File: src/rtl/bsg_mcl_axil_stream_bridge_pkg.sv
// Shared constants for the AXI-Lite to manycore-link stream bridge: register map,
// response codes and packet geometry.
package bsg_mcl_axil_stream_bridge_pkg;

  localparam logic [11:0] ChanStride     = 12'h010;
  localparam logic [3:0]  TxDataOff      = 4'h0;
  localparam logic [3:0]  TxVacancyOff   = 4'h4;
  localparam logic [3:0]  RxDataOff      = 4'h8;
  localparam logic [3:0]  RxOccupancyOff = 4'hC;
  localparam logic [11:0] IrqEnAddr      = 12'h400;
  localparam logic [11:0] RxPendingAddr  = 12'h404;

  typedef enum logic [1:0] {
    RespOkay   = 2'b00,
    RespSlverr = 2'b10,
    RespDecerr = 2'b11
  } resp_e;

  function automatic int unsigned words_per_pkt(input int unsigned width);
    return width / 32;
  endfunction

endpackage

File: src/rtl/bsg_mcl_axil_stream_chan.sv
// One bridge channel: TX word packer feeding a packet fifo, and an RX packet fifo
// drained one 32-bit lane at a time, with word-exact vacancy/occupancy.
module bsg_mcl_axil_stream_chan
  import bsg_mcl_axil_stream_bridge_pkg::*;
#(
  parameter int unsigned fifo_width_p = 128,
  parameter int unsigned tx_els_p     = 2,
  parameter int unsigned rx_els_p     = 4
) (
  input  logic                    clk_i,
  input  logic                    reset_n_i,
  input  logic                    tx_wr_i,
  input  logic [31:0]             tx_wdata_i,
  output logic                    tx_v_o,
  output logic [fifo_width_p-1:0] tx_data_o,
  input  logic                    tx_ready_i,
  input  logic                    rx_v_i,
  input  logic [fifo_width_p-1:0] rx_data_i,
  output logic                    rx_ready_o,
  input  logic                    rx_rd_i,
  output logic [31:0]             rx_rdata_o,
  output logic [31:0]             tx_vacancy_o,
  output logic [31:0]             rx_occupancy_o
);

  localparam int unsigned Words  = words_per_pkt(fifo_width_p);
  localparam int unsigned IdxW   = (Words > 1) ? $clog2(Words) : 1;
  localparam int unsigned TxPtrW = (tx_els_p > 1) ? $clog2(tx_els_p) : 1;
  localparam int unsigned RxPtrW = (rx_els_p > 1) ? $clog2(rx_els_p) : 1;
  localparam int unsigned TxCntW = $clog2(tx_els_p + 1);
  localparam int unsigned RxCntW = $clog2(rx_els_p + 1);
  localparam logic [IdxW-1:0] LastIdx = IdxW'(Words - 1);

  typedef logic [Words-1:0][31:0] pkt_t;

  function automatic logic [TxPtrW-1:0] tx_ptr_inc(input logic [TxPtrW-1:0] p);
    return (p == TxPtrW'(tx_els_p - 1)) ? '0 : p + 1'b1;
  endfunction

  function automatic logic [RxPtrW-1:0] rx_ptr_inc(input logic [RxPtrW-1:0] p);
    return (p == RxPtrW'(rx_els_p - 1)) ? '0 : p + 1'b1;
  endfunction

  // ---------------- TX: pack then enqueue ----------------
  pkt_t              pack_q, pack_d;
  pkt_t              tx_mem_q [tx_els_p];
  logic [IdxW-1:0]   tx_idx_q;
  logic [TxPtrW-1:0] tx_wr_ptr_q, tx_rd_ptr_q;
  logic [TxCntW-1:0] tx_cnt_q;
  logic              tx_push, tx_pop;

  // Final lane is merged combinationally so the packet enqueues on its last write.
  always_comb begin
    pack_d = pack_q;
    pack_d[tx_idx_q] = tx_wdata_i;
  end

  assign tx_push   = tx_wr_i & (tx_idx_q == LastIdx);
  assign tx_v_o    = (tx_cnt_q != '0);
  assign tx_pop    = tx_v_o & tx_ready_i;
  assign tx_data_o = tx_mem_q[tx_rd_ptr_q];

  always_ff @(posedge clk_i) begin
    if (tx_push) tx_mem_q[tx_wr_ptr_q] <= pack_d;
  end

  always_ff @(posedge clk_i or negedge reset_n_i) begin
    if (!reset_n_i) begin
      pack_q      <= '0;
      tx_idx_q    <= '0;
      tx_wr_ptr_q <= '0;
      tx_rd_ptr_q <= '0;
      tx_cnt_q    <= '0;
    end else begin
      if (tx_wr_i) begin
        pack_q   <= pack_d;
        tx_idx_q <= (tx_idx_q == LastIdx) ? '0 : tx_idx_q + 1'b1;
      end
      if (tx_push) tx_wr_ptr_q <= tx_ptr_inc(tx_wr_ptr_q);
      if (tx_pop)  tx_rd_ptr_q <= tx_ptr_inc(tx_rd_ptr_q);
      if (tx_push && !tx_pop)      tx_cnt_q <= tx_cnt_q + 1'b1;
      else if (!tx_push && tx_pop) tx_cnt_q <= tx_cnt_q - 1'b1;
    end
  end

  assign tx_vacancy_o = (32'(tx_els_p) - 32'(tx_cnt_q)) * 32'(Words) - 32'(tx_idx_q);

  // ---------------- RX: enqueue then unpack ----------------
  pkt_t              rx_mem_q [rx_els_p];
  logic [IdxW-1:0]   rx_idx_q;
  logic [RxPtrW-1:0] rx_wr_ptr_q, rx_rd_ptr_q;
  logic [RxCntW-1:0] rx_cnt_q;
  logic              rx_push, rx_pop;

  assign rx_ready_o = reset_n_i & (rx_cnt_q != RxCntW'(rx_els_p));
  assign rx_push    = rx_v_i & rx_ready_o;
  assign rx_pop     = rx_rd_i & (rx_idx_q == LastIdx);
  assign rx_rdata_o = rx_mem_q[rx_rd_ptr_q][rx_idx_q];

  always_ff @(posedge clk_i) begin
    if (rx_push) rx_mem_q[rx_wr_ptr_q] <= rx_data_i;
  end

  always_ff @(posedge clk_i or negedge reset_n_i) begin
    if (!reset_n_i) begin
      rx_idx_q    <= '0;
      rx_wr_ptr_q <= '0;
      rx_rd_ptr_q <= '0;
      rx_cnt_q    <= '0;
    end else begin
      if (rx_rd_i) rx_idx_q <= (rx_idx_q == LastIdx) ? '0 : rx_idx_q + 1'b1;
      if (rx_push) rx_wr_ptr_q <= rx_ptr_inc(rx_wr_ptr_q);
      if (rx_pop)  rx_rd_ptr_q <= rx_ptr_inc(rx_rd_ptr_q);
      if (rx_push && !rx_pop)      rx_cnt_q <= rx_cnt_q + 1'b1;
      else if (!rx_push && rx_pop) rx_cnt_q <= rx_cnt_q - 1'b1;
    end
  end

  assign rx_occupancy_o = 32'(rx_cnt_q) * 32'(Words) - 32'(rx_idx_q);

endmodule

File: src/rtl/bsg_mcl_axil_stream_bridge.sv
// AXI-Lite slave exposing num_chan_p TX/RX packet channels as 32-bit MMIO registers,
// with error responses in place of stalls and a maskable level RX interrupt.
module bsg_mcl_axil_stream_bridge
  import bsg_mcl_axil_stream_bridge_pkg::*;
#(
  parameter int unsigned num_chan_p   = 2,
  parameter int unsigned fifo_width_p = 128,
  parameter int unsigned tx_els_p     = 2,
  parameter int unsigned rx_els_p     = 4
) (
  input  logic                                     clk_i,
  input  logic                                     reset_n_i,
  input  logic                                     axil_awvalid_i,
  output logic                                     axil_awready_o,
  input  logic [31:0]                              axil_awaddr_i,
  input  logic                                     axil_wvalid_i,
  output logic                                     axil_wready_o,
  input  logic [31:0]                              axil_wdata_i,
  input  logic [3:0]                               axil_wstrb_i,
  output logic                                     axil_bvalid_o,
  output logic [1:0]                               axil_bresp_o,
  input  logic                                     axil_bready_i,
  input  logic                                     axil_arvalid_i,
  output logic                                     axil_arready_o,
  input  logic [31:0]                              axil_araddr_i,
  output logic                                     axil_rvalid_o,
  output logic [31:0]                              axil_rdata_o,
  output logic [1:0]                               axil_rresp_o,
  input  logic                                     axil_rready_i,
  output logic [num_chan_p-1:0]                    tx_v_o,
  output logic [num_chan_p-1:0][fifo_width_p-1:0]  tx_data_o,
  input  logic [num_chan_p-1:0]                    tx_ready_i,
  input  logic [num_chan_p-1:0]                    rx_v_i,
  input  logic [num_chan_p-1:0][fifo_width_p-1:0]  rx_data_i,
  output logic [num_chan_p-1:0]                    rx_ready_o,
  output logic                                     irq_o
);

  logic [num_chan_p-1:0][31:0] tx_vacancy, rx_occupancy, rx_rdata;
  logic [num_chan_p-1:0]       tx_wr, rx_rd, rx_pending;

  logic        bvalid_q, rvalid_q, irq_q;
  resp_e       bresp_q, rresp_q;
  logic [31:0] rdata_q;
  logic [num_chan_p-1:0] irq_en_q;

  logic unused_bits;
  assign unused_bits = ^{axil_awaddr_i[31:12], axil_awaddr_i[1:0], axil_araddr_i[31:12],
                         axil_araddr_i[1:0], axil_wstrb_i};

  for (genvar c = 0; c < num_chan_p; c++) begin : g_chan
    bsg_mcl_axil_stream_chan #(
      .fifo_width_p(fifo_width_p),
      .tx_els_p    (tx_els_p),
      .rx_els_p    (rx_els_p)
    ) u_chan (
      .clk_i         (clk_i),
      .reset_n_i     (reset_n_i),
      .tx_wr_i       (tx_wr[c]),
      .tx_wdata_i    (axil_wdata_i),
      .tx_v_o        (tx_v_o[c]),
      .tx_data_o     (tx_data_o[c]),
      .tx_ready_i    (tx_ready_i[c]),
      .rx_v_i        (rx_v_i[c]),
      .rx_data_i     (rx_data_i[c]),
      .rx_ready_o    (rx_ready_o[c]),
      .rx_rd_i       (rx_rd[c]),
      .rx_rdata_o    (rx_rdata[c]),
      .tx_vacancy_o  (tx_vacancy[c]),
      .rx_occupancy_o(rx_occupancy[c])
    );
    assign rx_pending[c] = (rx_occupancy[c] != '0);
  end

  // ---------------- Address decode ----------------
  logic [11:0] waddr, raddr, wreg, rreg;
  logic [7:0]  wchan, rchan;
  logic [3:0]  woff, roff;
  logic        wr_chan_ok, rd_chan_ok, wr_hs, rd_hs;

  assign waddr      = axil_awaddr_i[11:0];
  assign raddr      = axil_araddr_i[11:0];
  assign wreg       = {waddr[11:2], 2'b00};
  assign rreg       = {raddr[11:2], 2'b00};
  assign wchan      = 8'(waddr / ChanStride);
  assign rchan      = 8'(raddr / ChanStride);
  assign woff       = {waddr[3:2], 2'b00};
  assign roff       = {raddr[3:2], 2'b00};
  assign wr_chan_ok = (32'(wchan) < num_chan_p);
  assign rd_chan_ok = (32'(rchan) < num_chan_p);

  assign wr_hs = reset_n_i & axil_awvalid_i & axil_wvalid_i & ~bvalid_q;
  assign rd_hs = reset_n_i & axil_arvalid_i & ~rvalid_q;

  logic [31:0] wr_vac, rd_vac, rd_occ, rd_lane;

  always_comb begin
    wr_vac  = '0;
    rd_vac  = '0;
    rd_occ  = '0;
    rd_lane = '0;
    for (int c = 0; c < num_chan_p; c++) begin
      if (wchan == 8'(c)) wr_vac = tx_vacancy[c];
      if (rchan == 8'(c)) begin
        rd_vac  = tx_vacancy[c];
        rd_occ  = rx_occupancy[c];
        rd_lane = rx_rdata[c];
      end
    end
  end

  resp_e wr_resp, rd_resp;
  logic  tx_wr_ok, irq_en_we, rx_rd_ok;
  logic [31:0] rd_data;

  always_comb begin
    wr_resp   = RespDecerr;
    tx_wr_ok  = 1'b0;
    irq_en_we = 1'b0;
    if (wr_chan_ok) begin
      if (woff == TxDataOff) begin
        if (wr_vac == '0) begin
          wr_resp = RespSlverr;
        end else begin
          wr_resp  = RespOkay;
          tx_wr_ok = 1'b1;
        end
      end else begin
        wr_resp = RespSlverr;
      end
    end else if (wreg == IrqEnAddr) begin
      wr_resp   = RespOkay;
      irq_en_we = 1'b1;
    end else if (wreg == RxPendingAddr) begin
      wr_resp = RespSlverr;
    end
  end

  always_comb begin
    rd_resp  = RespDecerr;
    rd_data  = '0;
    rx_rd_ok = 1'b0;
    if (rd_chan_ok) begin
      case (roff)
        TxVacancyOff: begin
          rd_resp = RespOkay;
          rd_data = rd_vac;
        end
        RxDataOff: begin
          if (rd_occ != '0) begin
            rd_resp  = RespOkay;
            rd_data  = rd_lane;
            rx_rd_ok = 1'b1;
          end else begin
            rd_resp = RespSlverr;
          end
        end
        RxOccupancyOff: begin
          rd_resp = RespOkay;
          rd_data = rd_occ;
        end
        default: rd_resp = RespSlverr;  // TX_DATA is write-only
      endcase
    end else if (rreg == IrqEnAddr) begin
      rd_resp = RespOkay;
      rd_data = 32'(irq_en_q);
    end else if (rreg == RxPendingAddr) begin
      rd_resp = RespOkay;
      rd_data = 32'(rx_pending);
    end
  end

  for (genvar c = 0; c < num_chan_p; c++) begin : g_strobe
    assign tx_wr[c] = wr_hs & tx_wr_ok & (wchan == 8'(c));
    assign rx_rd[c] = rd_hs & rx_rd_ok & (rchan == 8'(c));
  end

  // ---------------- Response and interrupt registers ----------------
  always_ff @(posedge clk_i or negedge reset_n_i) begin
    if (!reset_n_i) begin
      bvalid_q <= 1'b0;
      bresp_q  <= RespOkay;
      rvalid_q <= 1'b0;
      rresp_q  <= RespOkay;
      rdata_q  <= '0;
      irq_en_q <= '0;
      irq_q    <= 1'b0;
    end else begin
      if (wr_hs) begin
        bvalid_q <= 1'b1;
        bresp_q  <= wr_resp;
      end else if (axil_bready_i) begin
        bvalid_q <= 1'b0;
      end
      if (rd_hs) begin
        rvalid_q <= 1'b1;
        rresp_q  <= rd_resp;
        rdata_q  <= rd_data;
      end else if (axil_rready_i) begin
        rvalid_q <= 1'b0;
      end
      if (wr_hs && irq_en_we) irq_en_q <= axil_wdata_i[num_chan_p-1:0];
      irq_q <= |(irq_en_q & rx_pending);
    end
  end

  assign axil_awready_o = wr_hs;
  assign axil_wready_o  = wr_hs;
  assign axil_arready_o = rd_hs;
  assign axil_bvalid_o  = bvalid_q;
  assign axil_bresp_o   = bresp_q;
  assign axil_rvalid_o  = rvalid_q;
  assign axil_rresp_o   = rresp_q;
  assign axil_rdata_o   = rdata_q;
  assign irq_o          = irq_q;

endmodule

File: config.mk
export PLATFORM = sky130hd
export DESIGN_NAME = bsg_mcl_axil_stream_bridge
export DESIGN_NICKNAME = d
export VERILOG_FILES = /design/src/rtl/bsg_mcl_axil_stream_bridge_pkg.sv /design/src/rtl/bsg_mcl_axil_stream_chan.sv /design/src/rtl/bsg_mcl_axil_stream_bridge.sv
export SDC_FILE = /design/constraint.sdc
export NUM_CORES = 2
export LEC_CHECK = 0
export CORE_AREA = 2 2 598 421
export DETAILED_ROUTE_END_ITERATION = 8
export DIE_AREA = 0 0 600 423
export HOLD_SLACK_MARGIN = 0.12
export PLACE_DENSITY = 0.58
export SETUP_SLACK_MARGIN = 0.1
export SYNTH_ARGS = -nofsm -noshare
export SYNTH_HDL_FRONTEND = slang
export SYNTH_SLANG_ARGS = --single-unit
export TNS_END_PERCENT = 5
File: constraint.sdc
create_clock -name clk_i -period 9.5 [get_ports clk_i]
set_clock_uncertainty 0.05 [all_clocks]
set_input_delay 1.9 -clock clk_i [delete_from_list [all_inputs] [get_ports clk_i]]
set_output_delay 1.9 -clock clk_i [all_outputs]
set_load 0.02 [all_outputs]
==> metrics.md <==
| Metric | Value |
|---|---|
| Internal Dissipation | 14.54 mW |
| DR pass1 iterations | 5 |
| Worst Path Max Fanout | 33 |
| RSZ-0062 raised after global routing | no |
| Crit path buf inv count | 2 |
| Worst Setup SP | reset_n_i |
| Synth warn | 0 |
| Hold Crit Class | reg -> reg |
| Port-buffer cells | 620 |
| Initial antenna violation count | 59 |
| Part of the power in the clock network | 0.390 |
| Gate power share | 0.111 |
| R2r startpoint | g_chan[0].u_chan.tx_cnt_q[0]$_DFFE_PN0P_ |
| Worst Setup Start Kind | input port |
| Vias in the first global route | 38097 |
| Post-Syn Instances | 3685 |
| Sw frac | 0.2392 |
| EDFF count, synth | 1536 |
| Final period util | 0.6146 |
| H-tree depth | 4 |
| CP endpoint kind | output pin |
| Commonest non-fill, non-tap cell in the layout | edfxtp_1 |
| CP Cell Sequence | buf_8, a21boi_0, clkdlybuf4s50_1 |
| I/O pins | 669 |
| Routed wire length | 194100 um |
| Initial cell density of the core | 0.2990 |
| Slew HR | 0.2382 |
| Die area | 253800 um^2 |
| PwrDens | 211.2 nW/um^2 |
| Crit path kind | in -> out |
| Register area share after synthesis | 0.7326 |
| Worst skew pair latency | 0.84 ns |
| Largest net degree at the start of global routing | 129 |
| Critical-path top delay cell | clkdlybuf4s50_1 |
| Total power | 19.12 mW |
| GRT overflow | 0 |
| VDD IR max | 0.1688 mV |
| First-pass GRT wire length | 275200 um |
| R2R Setup Slk | 4.56 ns |
| Number of gates resized after CTS | 0 |
| DRT antenna net count | 0 |
| Seq cells post-synth | 1863 |
| Die Wd | 600 um |
| Hold_buf cts | 0 |
| WP data arrival | 3.89 ns |
| Max clock buf depth | 4 |
| Async SR Flop Fraction | 0.1755 |
| Psw | 4.573 mW |
| Vias | 36764 |
| WL/cell | 24.67 um |
| Sink Count | 1863 |
| Reg clk slew, reported paths | 0.06 ns |
| Core area | 247900 um^2 |
| Root Buffer | clkbuf_16 |
| Post-CTS setup buffer count | 0 |
| Mapped Area | 74130 um^2 |
| Core Rows | 153 |
| Via density | 4.674 |
| Most frequent cells in the layout | edfxtp_1, mux2_2, clkdlybuf4s50_1 |
| Syn_nets | 4098 |
| Setup violations, final | 0 |
| Die height | 423 um |
| Slew Limit Fails | 0 |
| Area grow syn2layout | 22.10% |
| Starting DRT DRC Count | 2322 |
| Setup_tns | 0 ns |
| CP max stage delay | 0.87 ns |
| TritonCTS Buffers | 194 |
| Pleak | 32.85 nW |
| CP delay by family, top | buffers and inverters |
| Post-synth top flop | edfxtp_1 |
| CTS tree | built |
| Nets@finish | 4785 |
| Yosys cell types | 65 |
| Part of the power in registers | 0.499 |
| Tot GR Track Use | 0.1499 |
| Drc violations | 0 |
| Layout cells sized above 1 | 0.2910 |
| Maxcap violations | 0 |
| Routability cong. | 0.7666 |
| Worst-Margin Slew | 1.131 ns |
| Worst EP required | 7.55 ns |
| Minimum clock period after layout | 5.839 ns |
| Hold_sp | g_chan[1].u_chan.pack_q[76]$_DFFE_PN0P_ |
| Hold Fails Final Rpt | 0 |
| Status | completed |
| DP Wirelength | 122600 um |
| Avg Inst Size Synth | 20.12 um^2 |
| Fmax | 171.3 MHz |
power by group through the flow:
| stage | Clock (mW) | Sequential (mW) | Combinational, mW |
|---|---|---|---|
| 2_1_floorplan | 0 | 9.66 | 1.26 |
| 3_3_place_gp | 0 | 9.69 | 2.16 |
| 3_5_place_dp | 0 | 9.71 | 2.19 |
| 4_1_cts | 7.68 | 9.54 | 2.19 |
| 5_1_grt | 7.99 | 9.58 | 2.29 |
| 6_report | 7.45 | 9.53 | 2.13 |
cell usage after synthesis, types with 6 or more instances:
cell	instances	area, um^2
o21ai_1	27	135.1
buf_4	15	112.6
a21oi_1	31	155.2
nor2_1	58	217.7
edfxtp_1	1536	46120
o21ai_0	15	75.07
and3_1	10	62.56
xnor2_1	10	87.58
clkbuf_1	88	330.3
mux2_1	124	1396
mux2_2	657	7398
nand3_1	8	40.04
mux2i_1	134	1341
ha_1	42	525.5
xor2_1	12	105.1
buf_2	59	295.3
nor2b_1	9	56.30
nor3_1	10	50.05
inv_1	27	101.4
buf_1	33	123.9
mux4_2	259	5833
nand2_1	34	127.6
o22ai_1	64	400.4
dfrtp_1	327	8183
o211ai_1	6	45.04
path summary, 6_finish.rpt:
check / cells after the start / end
min in group asynchronous: 1 / g_chan[1].u_chan.tx_idx_q[0]$_DFFE_PN0P_
hold / removal: 1 / g_chan[1].u_chan.pack_q[76]$_DFFE_PN0P_
max in group asynchronous: 3 / g_chan[1].u_chan.pack_q[30]$_DFFE_PN0P_
setup reg to reg: 13 / g_chan[0].u_chan.tx_mem_q[0][73]$_DFFE_PP_
setup / recovery: 3 / rx_ready_o[0]
hold reg to reg: 1 / g_chan[1].u_chan.pack_q[76]$_DFFE_PN0P_
state kept, by name, indices dropped and copies added (netlist names):
register	flops
irq_o	1
g_chan.u_chan.rx_idx_q	4
axil_bresp_o	2
g_chan.u_chan.tx_idx_q	4
g_chan.u_chan.tx_cnt_q	4
g_chan.u_chan.rx_wr_ptr_q	4
axil_rdata_o	32
g_chan.u_chan.pack_q	256
g_chan.u_chan.tx_wr_ptr_q	2
axil_rresp_o	2
g_chan.u_chan.tx_mem_q	512
g_chan.u_chan.rx_mem_q	1024
g_chan.u_chan.tx_rd_ptr_q	2
irq_en_q	2
g_chan.u_chan.rx_cnt_q	6
axil_bvalid_o	1
axil_rvalid_o	1
g_chan.u_chan.rx_rd_ptr_q	4
through the flow:
stage | hold slack, ns | std cells | setup slack (ns) | area, um^2 | utilization
detailed placement | 0.4208 | 7508 | 3.291 | 84330 | 0.3402
finish | 0.4296 | 7865 | 3.661 | 90510 | 0.3651
CTS | 0.4344 | 7858 | 3.534 | 90490 | 0.3650
global placement | 0.4122 | 7508 | 3.288 | 84330 | 0.3402
floorplan | 0.4041 | 3685 | 0.1295 | 74130 | -
global route | 0.4407 | 7860 | 3.452 | 90500 | 0.3650
worst reg2reg max path: stages, from the launching register on:
cell      delay, ns
dfrtp_1        0.55
inv_1          0.15
ha_1           0.30
inv_1          0.03
o41ai_1        0.45
a21boi_0       0.26
ha_1           0.19
nor4b_1        0.05
and4_1         0.27
nor4_4         0.49
buf_4          0.63
nand2_1        0.28
nor2_4         0.20
buf_12         0.34
cells by family (layout without fill, tap and decap cells):
family                   count (synthesis)  after routing  synth area share
AO/OA/AOI/OAI                          178            178           0.01516
XOR/XNOR                                22             22          0.002599
adder cells (fa/ha/maj)                 46             46          0.008169
buffers and inverters                  234           1075           0.01411
flip-flops                            1863           1863            0.7326
multiplexers                          1174           1174            0.2154
other                                    0              7                 0
AND/OR/NAND/NOR                        168            168           0.01192
routing by layer:
metal,vias up,share of wire,GRT usage
li1,16165,-,-
met1,19316,0.41,0.1871
met2,881,0.50,0.2577
met3,332,0.056,0.03514
met4,70,0.031,0.04415
met5,-,0.0023,0
layout make-up:
type | instances | area, um^2
clock inverters | 81 | 825.8
well taps | 3332 | 4169
diodes | 7 | 17.52
flip-flops and latches | 1863 | 54330
fillers | 22807 | 157400
inverters | 34 | 131.4
repair buffers | 691 | 6832
clock buffers | 269 | 5336
multi-input cells | 1588 | 18870
No activity file was read; power rests on OpenSTA's default activity.
